[config.mk]
export PLATFORM = sky130hd
export DESIGN_NAME = gpio_input_conditioner
export DESIGN_NICKNAME = d
export VERILOG_FILES = /design/src/rtl/gpio_input_conditioner.sv
export SDC_FILE = /design/constraint.sdc
export NUM_CORES = 1
export LEC_CHECK = 0
export CORE_MARGIN = 2
export CORE_UTILIZATION = 29
export CTS_BUF_LIST = sky130_fd_sc_hd__clkbuf_4 sky130_fd_sc_hd__clkbuf_8
export CTS_CLUSTER_DIAMETER = 120
export DETAILED_ROUTE_END_ITERATION = 8
export GPL_TIMING_DRIVEN = 0
export PLACE_DENSITY = 0.43
export RECOVER_POWER = 100
export SLEW_MARGIN = 0
export SYNTH_ARGS = -nofsm -noshare
export SYNTH_HDL_FRONTEND = slang
export SYNTH_SLANG_ARGS = --single-unit
[constraint.sdc]
create_clock -name clk -period 2.5 [get_ports clk]
set_input_delay 0.5 -clock clk [delete_from_list [all_inputs] [get_ports clk]]
set_output_delay 0.5 -clock clk [all_outputs]
set_load 0.01 [all_outputs]
[src/rtl/gpio_input_conditioner.sv]
// Two-channel button conditioner: 2-flop sync, debounce, press/release pulses; GPIO_AUTO_REPEAT_EN adds auto-repeat presses.
// Latency: level and pulse follow a held input by DEBOUNCE_CYCLES+1 edges; no backpressure, pulses are single-cycle.
module gpio_input_conditioner #(
  parameter int DEBOUNCE_CYCLES = 65000,
  parameter int REPEAT_DELAY    = 26000000,
  parameter int REPEAT_PERIOD   = 6500000
) (
  input  logic clk,
  input  logic rst,
  input  logic gpio_left_in,
  input  logic gpio_right_in,
  output logic left_level,
  output logic right_level,
  output logic left_press,
  output logic right_press,
  output logic left_release,
  output logic right_release
);

  localparam int CW = $clog2(DEBOUNCE_CYCLES + 1);
  localparam logic [CW-1:0] CNT_LAST = CW'(DEBOUNCE_CYCLES - 1);

  // Channel index 0 is left, 1 is right.
  logic [1:0]    raw;
  logic [1:0]    sync1_q, sync1_d;
  logic [1:0]    sync2_q, sync2_d;
  logic [1:0]    level_q, level_d;
  logic [1:0]    press_q, press_d;
  logic [1:0]    release_q, release_d;
  logic [1:0]    rise;
  logic [CW-1:0] cnt_q [2];
  logic [CW-1:0] cnt_d [2];

  assign raw = {gpio_right_in, gpio_left_in};

  always_comb begin
    sync1_d = raw;
    sync2_d = sync1_q;
    level_d = level_q;
    for (int i = 0; i < 2; i++) begin
      cnt_d[i] = '0;
      if (sync2_q[i] != level_q[i]) begin
        if (cnt_q[i] == CNT_LAST) begin
          level_d[i] = sync2_q[i];
        end else begin
          cnt_d[i] = cnt_q[i] + 1'b1;
        end
      end
    end
    rise      = level_d & ~level_q;
    release_d = ~level_d & level_q;
  end

`ifdef GPIO_AUTO_REPEAT_EN
  localparam int RW = $clog2(REPEAT_DELAY + 1);
  localparam logic [RW-1:0] RPT_FIRE   = RW'(REPEAT_DELAY);
  // Reloading after each repeat keeps the counter bounded; needs REPEAT_PERIOD <= REPEAT_DELAY.
  localparam logic [RW-1:0] RPT_RELOAD = RW'(REPEAT_DELAY - REPEAT_PERIOD);

  logic [RW-1:0] rpt_q [2];
  logic [RW-1:0] rpt_d [2];
  logic [1:0]    rpt_hit;

  always_comb begin
    rpt_hit = '0;
    for (int i = 0; i < 2; i++) begin
      rpt_d[i] = '0;
      if (level_q[i] && level_d[i]) begin
        if ((rpt_q[i] + 1'b1) == RPT_FIRE) begin
          rpt_hit[i] = 1'b1;
          rpt_d[i]   = RPT_RELOAD;
        end else begin
          rpt_d[i] = rpt_q[i] + 1'b1;
        end
      end
    end
    press_d = rise | rpt_hit;
  end

  always_ff @(posedge clk or negedge rst) begin
    if (!rst) begin
      rpt_q[0] <= '0;
      rpt_q[1] <= '0;
    end else begin
      rpt_q[0] <= rpt_d[0];
      rpt_q[1] <= rpt_d[1];
    end
  end
`else
  always_comb begin
    press_d = rise;
  end
`endif

  always_ff @(posedge clk or negedge rst) begin
    if (!rst) begin
      sync1_q   <= '0;
      sync2_q   <= '0;
      level_q   <= '0;
      press_q   <= '0;
      release_q <= '0;
      cnt_q[0]  <= '0;
      cnt_q[1]  <= '0;
    end else begin
      sync1_q   <= sync1_d;
      sync2_q   <= sync2_d;
      level_q   <= level_d;
      press_q   <= press_d;
      release_q <= release_d;
      cnt_q[0]  <= cnt_d[0];
      cnt_q[1]  <= cnt_d[1];
    end
  end

  assign left_level    = level_q[0];
  assign right_level   = level_q[1];
  assign left_press    = press_q[0];
  assign right_press   = press_q[1];
  assign left_release  = release_q[0];
  assign right_release = release_q[1];

endmodule

Word level (Yosys, flattened, before mapping)
Index checks and enable logic that the tools add are counted.
Word-level totals
  bits in registers: 42
  bits of input ports: 4
  output and inout bits: 6
  word-level logic and storage cells: 25
Operators by class
  $add $sub $neg: 2
  eq/ne operators: 4
  muxes and demuxes: 8
  bitwise gates (word level): 4
Operators with widths (count)
  $mux W16: 4
  $add A16 B1 Y16 const B: 2
  $eq A16 B16 Y1 const B: 2
  $and A2 B2 Y2: 2
  $mux W1: 4
  $not A2 Y2: 2
  $ne A1 B1 Y1: 2

Logic depth before layout (Yosys ltp)
Gate-level depths: netlist of run 1.
  depth after elaboration: 5
  gate-level depth with buffers: 6
  mapped depth without buffers: 5

Worst setup path before layout of run 1
Ideal clock, no wire load.
  path type: register to register
  start point: register cnt_q[9] (netlist bit)
  end point: register level_q[1]
  library setup time: 0.125 ns
  arrival time: 1.785 ns
  data required time: 2.375 ns
  slack: 0.590 ns
  stages on the path, launching flop included: 4
  path buffers: 0
  period minus slack after synthesis: 1.910 ns
  cells stage by stage: dfrtp_1 > or4b_1 > or4_4 > mux2_4
On the way
  word-level cells in the longest chain between the ends: 3
RTL lines
  start: declaration: RTL line 31  | logic [CW-1:0] cnt_q [2];
  $eq A16 B16 Y1: RTL line 43  | if (cnt_q[i] == CNT_LAST) begin
  $mux W1: RTL line 43
  $mux W1: RTL line 42  | if (sync2_q[i] != level_q[i]) begin
  via level_d[1]: RTL line 27  | logic [1:0] level_q, level_d;
  end signal: assignment: RTL line 107  | level_q <= level_d;
  end: declaration: RTL line 27
The timed path passes the listed nets, and every way through them passes these cells.

Final worst setup path of run 1
Same ends and word-level chain as after synthesis.

==> results of run 1 <==
## power by group
group	internal (uW)	switching, uW
sequential	690	10.2
combinational	15.4	29.0
clock	188	224
total	893	263
## metrics by stage
step | hold WS [ns] | setup TNS [ns] | power [uW] | setup WS [ns]
detailed placement | 0.336 | 0 | 761 | 0.500
global route | 0.374 | 0 | 1220 | 0.289
finish | 0.359 | 0 | 1160 | 0.370
global placement | 0.342 | -3.36 | 760 | -0.0827
CTS | 0.362 | 0 | 1180 | 0.481
floorplan | 0.204 | 0 | 735 | 0.590
## kinds of logic (layout without fill, tap and decap cells)
kind of cell	count (synthesis)	in the layout
flip-flops	42	42
multiplexers	2	2
adder cells (fa/ha/maj)	2	2
XOR/XNOR	29	29
AO/OA/AOI/OAI	2	2
AND/OR/NAND/NOR	94	94
buffers and inverters	6	22
## critical path, cell delays in order, from the launching register on
cell	delay [ns]
dfrtp_1	0.43
or4b_1	0.52
or4_1	0.69
mux2_1	0.37
## cell type report
cell class                      instances  area, um2  area share (%)
Clock inverter                          2       10.0           0.465
Inverter                                4       15.0           0.697
Clock buffer                            5       68.8            3.20
Tap cell                               77       96.3            4.47
Sequential cell                        42       1050            48.8
Multi-Input combinational cell        129        805            37.4
Timing Repair Buffer                    9       85.1            3.95
Buffer                                  2       22.5            1.05
## synthesized netlist by cell type, drive strengths merged
master  count  area [um2]
a21oi       1        5.00
and3        3        20.0
and4        1        8.76
buf         2        22.5
dfrtp      42        1050
ha          2        25.0
inv         4        15.0
mux2        2        30.0
nand2       9        48.8
nand3      11        55.1
nand4      12        75.1
nor2       34         128
nor3        6        30.0
nor3b       4        30.0
nor4        7        43.8
o21ai       1        5.00
or2         1        6.26
or3         2        12.5
or4         2        22.5
or4b        2        20.0
xnor2      22         193
xor2        7        61.3
## worst max-delay path by stage
| stage | depth (start not counted) | to | start | slack [ns] |
|---|---|---|---|---|
| after floorplan | 3 | level_q[1] | cnt_q[9] | 0.59 |
| final | 3 | level_q[1] | cnt_q[9] | 0.37 |
| after CTS | 5 | cnt_q[13] | cnt_q[9] | 0.48 |
| after detailed placement | 5 | cnt_q[14] | cnt_q[9] | 0.50 |
| after global placement | 1 | sync1_q[0] | rst | -0.08 |
| after global routing | 5 | cnt_q[13] | cnt_q[9] | 0.29 |
## registers in the layout (all words and copies together) (netlist names)
register,flops
press_q,2
cnt_q,32
release_q,2
level_q,2
sync1_q,2
sync2_q,2
## routing by layer
layer	routed length [um]	part of all wire (%)	global-route usage [%]	vias to the layer above
li1	-	-	-	639
met1	1740	49	15.8	675
met2	1600	45	16.8	31
met3	159	4.5	3.11	5
met4	53	1.5	3.46	0
met5	0	0	0	-
==> reports/metrics.cfg, run 1 <==
[timing]
fmax_ghz = 0.469
tightest_slew_ns = 1.02
maxSlewViolCount = 0
period_share_pct = 85.2
period_minus_slack_ns = 2.13
setup_viol = 0
fin_skew_ns = 0.00489
timing.slew.headroom_pct = 32.0
grt_setup_unrepaired = no
hold_viol = 0

[die]
start_util_pct = 30.0
die_h_um = 85.1
fp.dieW_um = 85.1
rows = 29
ios = 10
core-area_mm2 = 0.00635
die_area_mm2 = 0.00724

[yosys]
synth-simple-area-share_pct = 26.2
ys_seq_elements = 42
syn-num-nets = 183
syn_inst = 177
synth_top_family_by_area = simple AND/OR/NAND/NOR gates
synth.distinct_cells = 24
synth_area_mm2 = 0.00191
yosys_warnings = 0
synth_compound_gate_area_share_pct = 0.525
synthMuxAreaShare_pct = 1.57
synth_xor_area_share_pct = 13.3
synth-seq-area-share_pct = 55.1
synthAdderAreaFrac_pct = 1.31
syn-mean-instance-area_um2 = 10.8

[setup_path]
rr_worst_depth = 3
critPathArrivalTime_ns = 2.30
reg2reg_from = cnt_q[9]
cp_max_fo = 5
cp.required_ns = 2.67
critical_path_class = register to register
r2r-end = level_q[1]
endpoint_kind = register
rrSetupSlack_ns = 0.37
critPathLaunchType = register

[flow_run]
max_cap_violations = 0

[placed_design]
gp_congestion = 0.799
placed_area_mm2 = 0.00209
io_buffers = 9
dp_hpwl_um = 2450
placed_cells_incl_taps = 263

[detailed_routing]
viasPerCell = 5.00
drt-total-wl_um = 3560
firstDrtPassIters = 4
drc = 0
wire_per_inst_um = 13.2
antenna_left = 0
drtIter0Drc = 94
dr_total_vias = 1350

[cells_and_area]
antenna_cells = 0
final_common_cell = dfrtp_1
area_growth_pct = 12.9
final_cell_mix = dfrtp_1 (42), nor2_1 (34), xnor2_1 (22)
postLayoutCoreUtil_pct = 33.9
drive_above_1_share_pct = 7.25
num-nets-final = 199
fill_cells = 625
stdcell_area_mm2 = 0.00215
final_cells = 270

[clocking]
cts_hold_buf = 0
cts_made_buffers = 5
path_clk_slew_ns = 0.08
clock-sinks = 42
postCtsResizedCells = 0
cts.path.max_buffers = 2
cts-root-buf = clkbuf_8
post_cts_buffers = 0
htreeDepth = 2
insertion_delay_ns = 0.29
cts_tree = built

[global_routing]
grt_util_all_layers_pct = 11.2
grt_pass1_wl_um = 6510
grt-ovfl-total = 0
grt_max_degree = 43
grt_pass1_vias = 1317
antenna_found_initial = 0

[power_and_ir_drop]
peakVddDrop_v = 0.000263
powerDensity_mw_per_mm2 = 537
p_leak_uw = 0.000866

[worst_hold_path]
min_from = sync1_q[0]
hold_depth = 0
hold_path_class = register to register
min_to = sync2_q[0]

[outcome]
status = finished clean

No activity file was read; power rests on OpenSTA's default activity.
==> run 2, diff against run 1 <==
- ABC_AREA: not set -> 1
==> run 2 against run 1 <==
Worst setup slack better by 0.29 ns. Count of clock-buffer cells in the layout unchanged. Clock skew up 0.0041 ns. Critical path type is now register to primary output. Critical endpoint is now right_level.
==> reports/metrics.cfg, run 2 <==
[outcome]
status = finished clean

[timing]
fmax_ghz = 0.543  ; +16%
setup_viol = 0  ; unchanged
period_minus_slack_ns = 1.84  ; -0.289 ns
tightest_slew_ns = 0.697  ; -0.323 ns
timing.slew.headroom_pct = 53.3  ; +21 points
layout_setup_ws_ns = 0.659  ; +0.289 ns
grt_setup_unrepaired = no
fin_skew_ns = 0.00896  ; +0.00408 ns
period_share_pct = 73.7  ; -12 points
maxSlewViolCount = 0  ; unchanged
hold_viol = 0  ; unchanged
whs_ns = 0.127  ; -0.231 ns

[detailed_routing]
drt-total-wl_um = 3800  ; +6.8%
firstDrtPassIters = 4  ; unchanged
dr_total_vias = 1559  ; +15%
drc = 0  ; unchanged
antenna_left = 0  ; unchanged
wire_per_inst_um = 10.0  ; -24%
viasPerCell = 4.11  ; -18%
drtIter0Drc = 33  ; -65%

[cells_and_area]
num-nets-final = 285  ; +43%
antenna_cells = 0  ; unchanged
drive_above_1_share_pct = 7.86  ; +0.60 points
final_cell_mix = nor2_1 (66), nand2_1 (58), dfrtp_1 (42)
final_common_cell = nor2_1
largest_reg_flops = 32  ; unchanged
area_growth_pct = 12.7
final_cells = 379  ; +40%
largest-register = cnt_q

[clocking]
post_cts_buffers = 0  ; unchanged
cts_hold_buf = 0  ; unchanged
clock-sinks = 42  ; unchanged
cts.path.max_buffers = 2  ; unchanged
cts_made_buffers = 5  ; unchanged
path_clk_slew_ns = 0.09  ; about the same
cts-root-buf = clkbuf_8
cts_tree = built
insertion_delay_ns = 0.30  ; about the same
postCtsResizedCells = 0  ; unchanged
htreeDepth = 2  ; unchanged

[yosys]
syn_inst = 262  ; +48%
synth_async_sr_flop_share_pct = 100  ; unchanged
synth-seq-area-share_pct = 49.5  ; -5.6 points
synth_largest_area_cell = dfrtp_1
synthTopCellsByArea = dfrtp_1 (50%), nand2_1 (10%), nor2_1 (10%)
synth_top_family_by_area = simple AND/OR/NAND/NOR gates
syn-mean-instance-area_um2 = 8.10  ; -25%
synth_compound_gate_area_share_pct = 4.25  ; +3.7 points
synth-simple-area-share_pct = 33.4  ; +7.2 points
synth_area_mm2 = 0.00212  ; +11%
synth_most_common_cell = nand2_1
synthMuxAreaShare_pct = 0  ; -1.6 points
yosys_warnings = 0  ; unchanged
netlist.area_leader.share_pct = 49.5  ; -5.6 points
synth.distinct_cells = 22  ; -8.3%
netlist_top_cells_count = nand2_1 (58), nor2_1 (57), dfrtp_1 (42), inv_1 (34), nand3_1 (10)
synth_xor_area_share_pct = 4.54  ; -8.8 points
syn-num-nets = 268  ; +46%
synth_ff_type = dfrtp_1
ys_seq_elements = 42  ; unchanged
synthAdderAreaFrac_pct = 1.18  ; -0.13 points
synth-edff-count = 0  ; unchanged

[setup_path]
path_delay_family = buffers and inverters
cp.depth = 1  ; -2
rr_worst_depth = 8  ; +5
max_stage_delay_ns = 0.61  ; -0.08 ns
cp.required_ns = 2.00  ; -0.67 ns
slowest_stage = dlygate4sd3_1
crit_chain = dlygate4sd3_1
critical_path_buf_inv_count = 1  ; +1
critPathLaunchType = register
critical_path_class = register to primary output
critPathArrivalTime_ns = 1.34  ; -0.96 ns
cp_max_fo = 4  ; -1
endpoint_kind = primary output

[global_routing]
antenna_found_initial = 0  ; unchanged
grt-ovfl-total = 0  ; unchanged
grt_max_degree = 36  ; -16%
grt_pass1_wl_um = 7180  ; +10%
grt_util_all_layers_pct = 11.7  ; +0.46 points
grt_pass1_vias = 1584  ; +20%

[die]
rows = 31  ; +6.9%
start_util_pct = 29.6  ; -0.48 points
ios = 10  ; unchanged
core-area_mm2 = 0.00718  ; +13%
die_h_um = 89.5  ; +5.2%
die_area_mm2 = 0.00802  ; +11%
fp.dieW_um = 89.5  ; +5.2%

[placed_design]
placed_cells_incl_taps = 371  ; +41%
gp_congestion = 0.749  ; -6.4%
io_buffers = 9  ; unchanged
place_ws_ns = 1.06  ; +0.565 ns
dp_hpwl_um = 2860  ; +17%

[power_and_ir_drop]
p_leak_uw = 0.00108  ; +24%
peakVddDrop_v = 0.000183  ; -30%
powerDensity_mw_per_mm2 = 505  ; -5.9%

[worst_hold_path]
hold_path_class = input pin to asynchronous set/reset pin

[flow_run]
max_cap_violations = 0  ; unchanged

[run 2: changes by cell type after synthesis, moves of 4 or more]
cell | previous run | this run
inv_1 | 4 | 34
nand2_1 | 7 | 58
nand4_1 | 12 | 4
nor2_1 | 34 | 57
nor2_2 | 0 | 9
nor2_4 | 0 | 6
nor3_1 | 6 | 1
nor3_2 | 0 | 4
nor4_1 | 7 | 0
o21bai_1 | 0 | 5
xnor2_1 | 22 | 4
[run 2: final timing paths]
| kind | start | end | slack [ns] |
|---|---|---|---|
| hold reg to reg | sync1_q[1] | sync2_q[1] | 0.35 |
| hold / removal | rst | press_q[0] | 0.13 |
| setup reg to reg | cnt_q[0] | cnt_q[11] | 0.74 |
| setup / recovery | level_q[1] | right_level | 0.66 |
| min in group clk | sync1_q[1] | sync2_q[1] | 0.35 |
| max in group asynchronous | rst | cnt_q[10] | 1.81 |
[run 2: metal layers]
layer  share of wire [%]  GRT usage, %
met1                  47          14.6
met4                 1.5          4.48
met5                   0             0
met2                  49          19.4
met3                 2.3          2.77
[run 2: final cells by class]
class                      instances  area [um2]
fill                             773        4780
inverter                          38         150
sequential                        42        1050
clock buffer                       5        68.8
multi-input combinational        182         868
timing repair buffer              10         104
tap                               99         124
clock inverter                     3        25.0
[run 2: cells by family after synthesis]
group / after synthesis
xor gates and xnor gates: 11
buffers and inverters: 38
DFF: 42
and+or+nand+nor: 154
AOI/OAI and AO/OA: 15
adders and majority gates: 2
[run 2: power by group]
group	switching, uW	leakage [uW]	internal, uW	total [uW]
clock network	259	0.0000447	202	461
logic	34.1	0.000458	16.0	50.1
registers	7.65	0.000573	690	697
total	301	0.00108	907	1210
[run 2: metrics by stage]
stage	utilization (%)	total power, uW	cell area [um2]	TNS, ns
after floorplan	-	739	2120	0
after global placement	32.6	765	2340	-12.06
after detailed placement	32.8	768	2350	0
after CTS	34.1	1250	2440	0
after global routing	33.3	1290	2390	0
final	33.3	1210	2390	0
==> run 3, diff against run 2 <==
- clock period: 2.5 -> 1.8 ns (I/O delays scaled with it)
==> run 3 against run 2 <==
Sequential share of layout area unchanged. Non-clock buffer count up 1. Critical path depth did not move. Largest power group unchanged. Count of clock-buffer cells in the layout did not move. Die area unchanged. Highest routed layer unchanged. Cell count increased by 0.26%. Largest cell class unchanged. Via count up 0.19%.
==> reports/metrics.cfg, run 3 (synthesis results as in run 2) <==
[cells_and_area]
ff_latch_area_mm2 = 0.00105  ; unchanged
antenna_cells = 0  ; unchanged
fill_cells = 772  ; -0.13%
largest-register = cnt_q
area_growth_pct = 12.7  ; unchanged
drive_above_1_share_pct = 8.19  ; +0.33 points
largest_reg_flops = 32  ; unchanged
multi_input_area_um2 = 871  ; +0.29%
final_cell_mix = nor2_1 (65), nand2_1 (58), dfrtp_1 (42)
final_common_cell = nor2_1
num-nets-final = 286  ; +0.35%

[detailed_routing]
firstDrtPassIters = 4  ; unchanged
drt-total-wl_um = 3800  ; about the same
drtIter0Drc = 36  ; +9.1%
drc = 0  ; unchanged
viasPerCell = 4.11  ; about the same
antenna_left = 0  ; unchanged
dr_total_vias = 1562  ; +0.19%
wire_per_inst_um = 9.99  ; -0.24%

[clocking]
cts_made_buffers = 5  ; unchanged
insertion_delay_ns = 0.30  ; about the same
htreeDepth = 2  ; unchanged
clock-sinks = 42  ; unchanged
cts-root-buf = clkbuf_8
cts_tree = built
path_clk_slew_ns = 0.09  ; about the same
postCtsResizedCells = 0  ; unchanged
cts.path.max_buffers = 2  ; unchanged

[timing]
period_minus_slack_ns = 1.68
tns_ns = 0  ; unchanged
tightest_slew_ns = 0.482  ; -0.215 ns
layout_setup_ws_ns = 0.117  ; -0.542 ns
fmax_ghz = 0.594
period_share_pct = 93.5
timing.slew.headroom_pct = 67.9  ; +15 points
hold_viol = 0  ; unchanged
grt_setup_unrepaired = no
maxSlewViolCount = 0  ; unchanged
fin_skew_ns = 0.00908  ; +0.000114 ns
setup_viol = 0  ; unchanged

[die]
start_util_pct = 29.6  ; unchanged
die_area_mm2 = 0.00802  ; unchanged
ios = 10  ; unchanged
die_h_um = 89.5  ; unchanged
fp.dieW_um = 89.5  ; unchanged
core-area_mm2 = 0.00718  ; unchanged
rows = 31  ; unchanged

[setup_path]
r2r-end = cnt_q[11]
rr_worst_depth = 8  ; unchanged
critPathArrivalTime_ns = 1.32  ; -0.02 ns
path_delay_family = buffers and inverters
cp_max_fo = 4  ; unchanged
cp.depth = 1  ; unchanged
crit_chain = dlygate4sd3_1
startpoint = level_q[0]
critical_path_buf_inv_count = 1  ; unchanged
cp.required_ns = 1.44  ; -0.56 ns
rrSetupSlack_ns = 0.25  ; -0.49 ns
reg2reg_from = cnt_q[0]
max_stage_delay_ns = 0.61  ; about the same
endpoint_kind = primary output
slowest_stage = dlygate4sd3_1
critical_path_class = register to primary output
critPathLaunchType = register
cp-endpoint = left_level

[global_routing]
grt-ovfl-total = 0  ; unchanged
grt_util_all_layers_pct = 11.7  ; unchanged
grt_max_degree = 36  ; unchanged
grt_pass1_wl_um = 7180  ; unchanged
antenna_found_initial = 0  ; unchanged
grt_pass1_vias = 1586  ; +0.13%

[placed_design]
gp_congestion = 0.749  ; unchanged
dp_hpwl_um = 2860  ; unchanged
io_buffers = 9  ; unchanged
place_ws_ns = 0.368  ; -0.696 ns

[outcome]
status = finished clean

[power_and_ir_drop]
peakVddDrop_v = 0.000254  ; +39%
powerDensity_mw_per_mm2 = 701  ; +39%
p_leak_uw = 0.00107  ; -0.35%

[worst_hold_path]
hold_path_class = register to register

[flow_run]
max_cap_violations = 0  ; unchanged

run 3: changes by cell type in the layout (fill, tap and decap cells not counted), sizes merged:
cell | before | now
buf | 1 | 0
clkbuf | 6 | 7
clkdlybuf4s50 | 0 | 1
run 3: where the power goes:
part	leakage, uW	internal [uW]	switching [uW]
clock network	0.0000447	280	359
registers	0.000573	958	10.5
logic	0.000454	20.6	47.1
total	0.00107	1260	417
run 3: how the worst min path moves through the flow:
stage / startpoint / endpoint / cells after the start / slack [ns]
after global placement: sync1_q[0] / sync2_q[0] / 0 / 0.33
after CTS: sync1_q[1] / sync2_q[1] / 0 / 0.35
after global routing: sync1_q[0] / sync2_q[0] / 0 / 0.38
final: sync1_q[1] / sync2_q[1] / 0 / 0.35
after floorplan: rst / cnt_q[0] / 0 / 0.06
after detailed placement: rst / press_q[0] / 1 / 0.23
run 3: metrics by stage:
| stage | hold slack, ns | utilization, % | std cells | power [uW] | cell area (um2) |
|---|---|---|---|---|---|
| final | 0.353 | 33.3 | 380 | 1680 | 2390 |
| after global routing | 0.381 | 33.3 | 380 | 1790 | 2390 |
| after CTS | 0.354 | 34.2 | 380 | 1740 | 2450 |
| after detailed placement | 0.230 | 32.8 | 371 | 1070 | 2350 |
| after global placement | 0.334 | 32.6 | 370 | 1060 | 2340 |
| after floorplan | 0.0644 | - | 262 | 1030 | 2120 |
run 3: routing by layer:
metal	wire (um)	vias to the layer above	GRT usage [%]
met3	90	5	2.77
met4	57	0	4.48
met2	1860	14	19.4
li1	-	834	-
met1	1790	709	14.6
met5	0	-	0
run 3: timing repair:
| item | CTS | global route |
|---|---|---|
| buffers inserted | 0 | 0 |
| endpoints found under the hold margin | 7 | 0 |
| endpoints found under the setup margin | 0 | 0 |
| hold buffers | 1 | 0 |
run 3: final cells by class:
class                   count  share of cell area (%)
clock buffers               5                    2.88
clock inverters             3                    1.05
inverters                  38                    6.28
multi-input cells         182                    36.4
flip-flops and latches     42                    44.0
well taps                  99                    5.18
repair buffers             11                    4.24
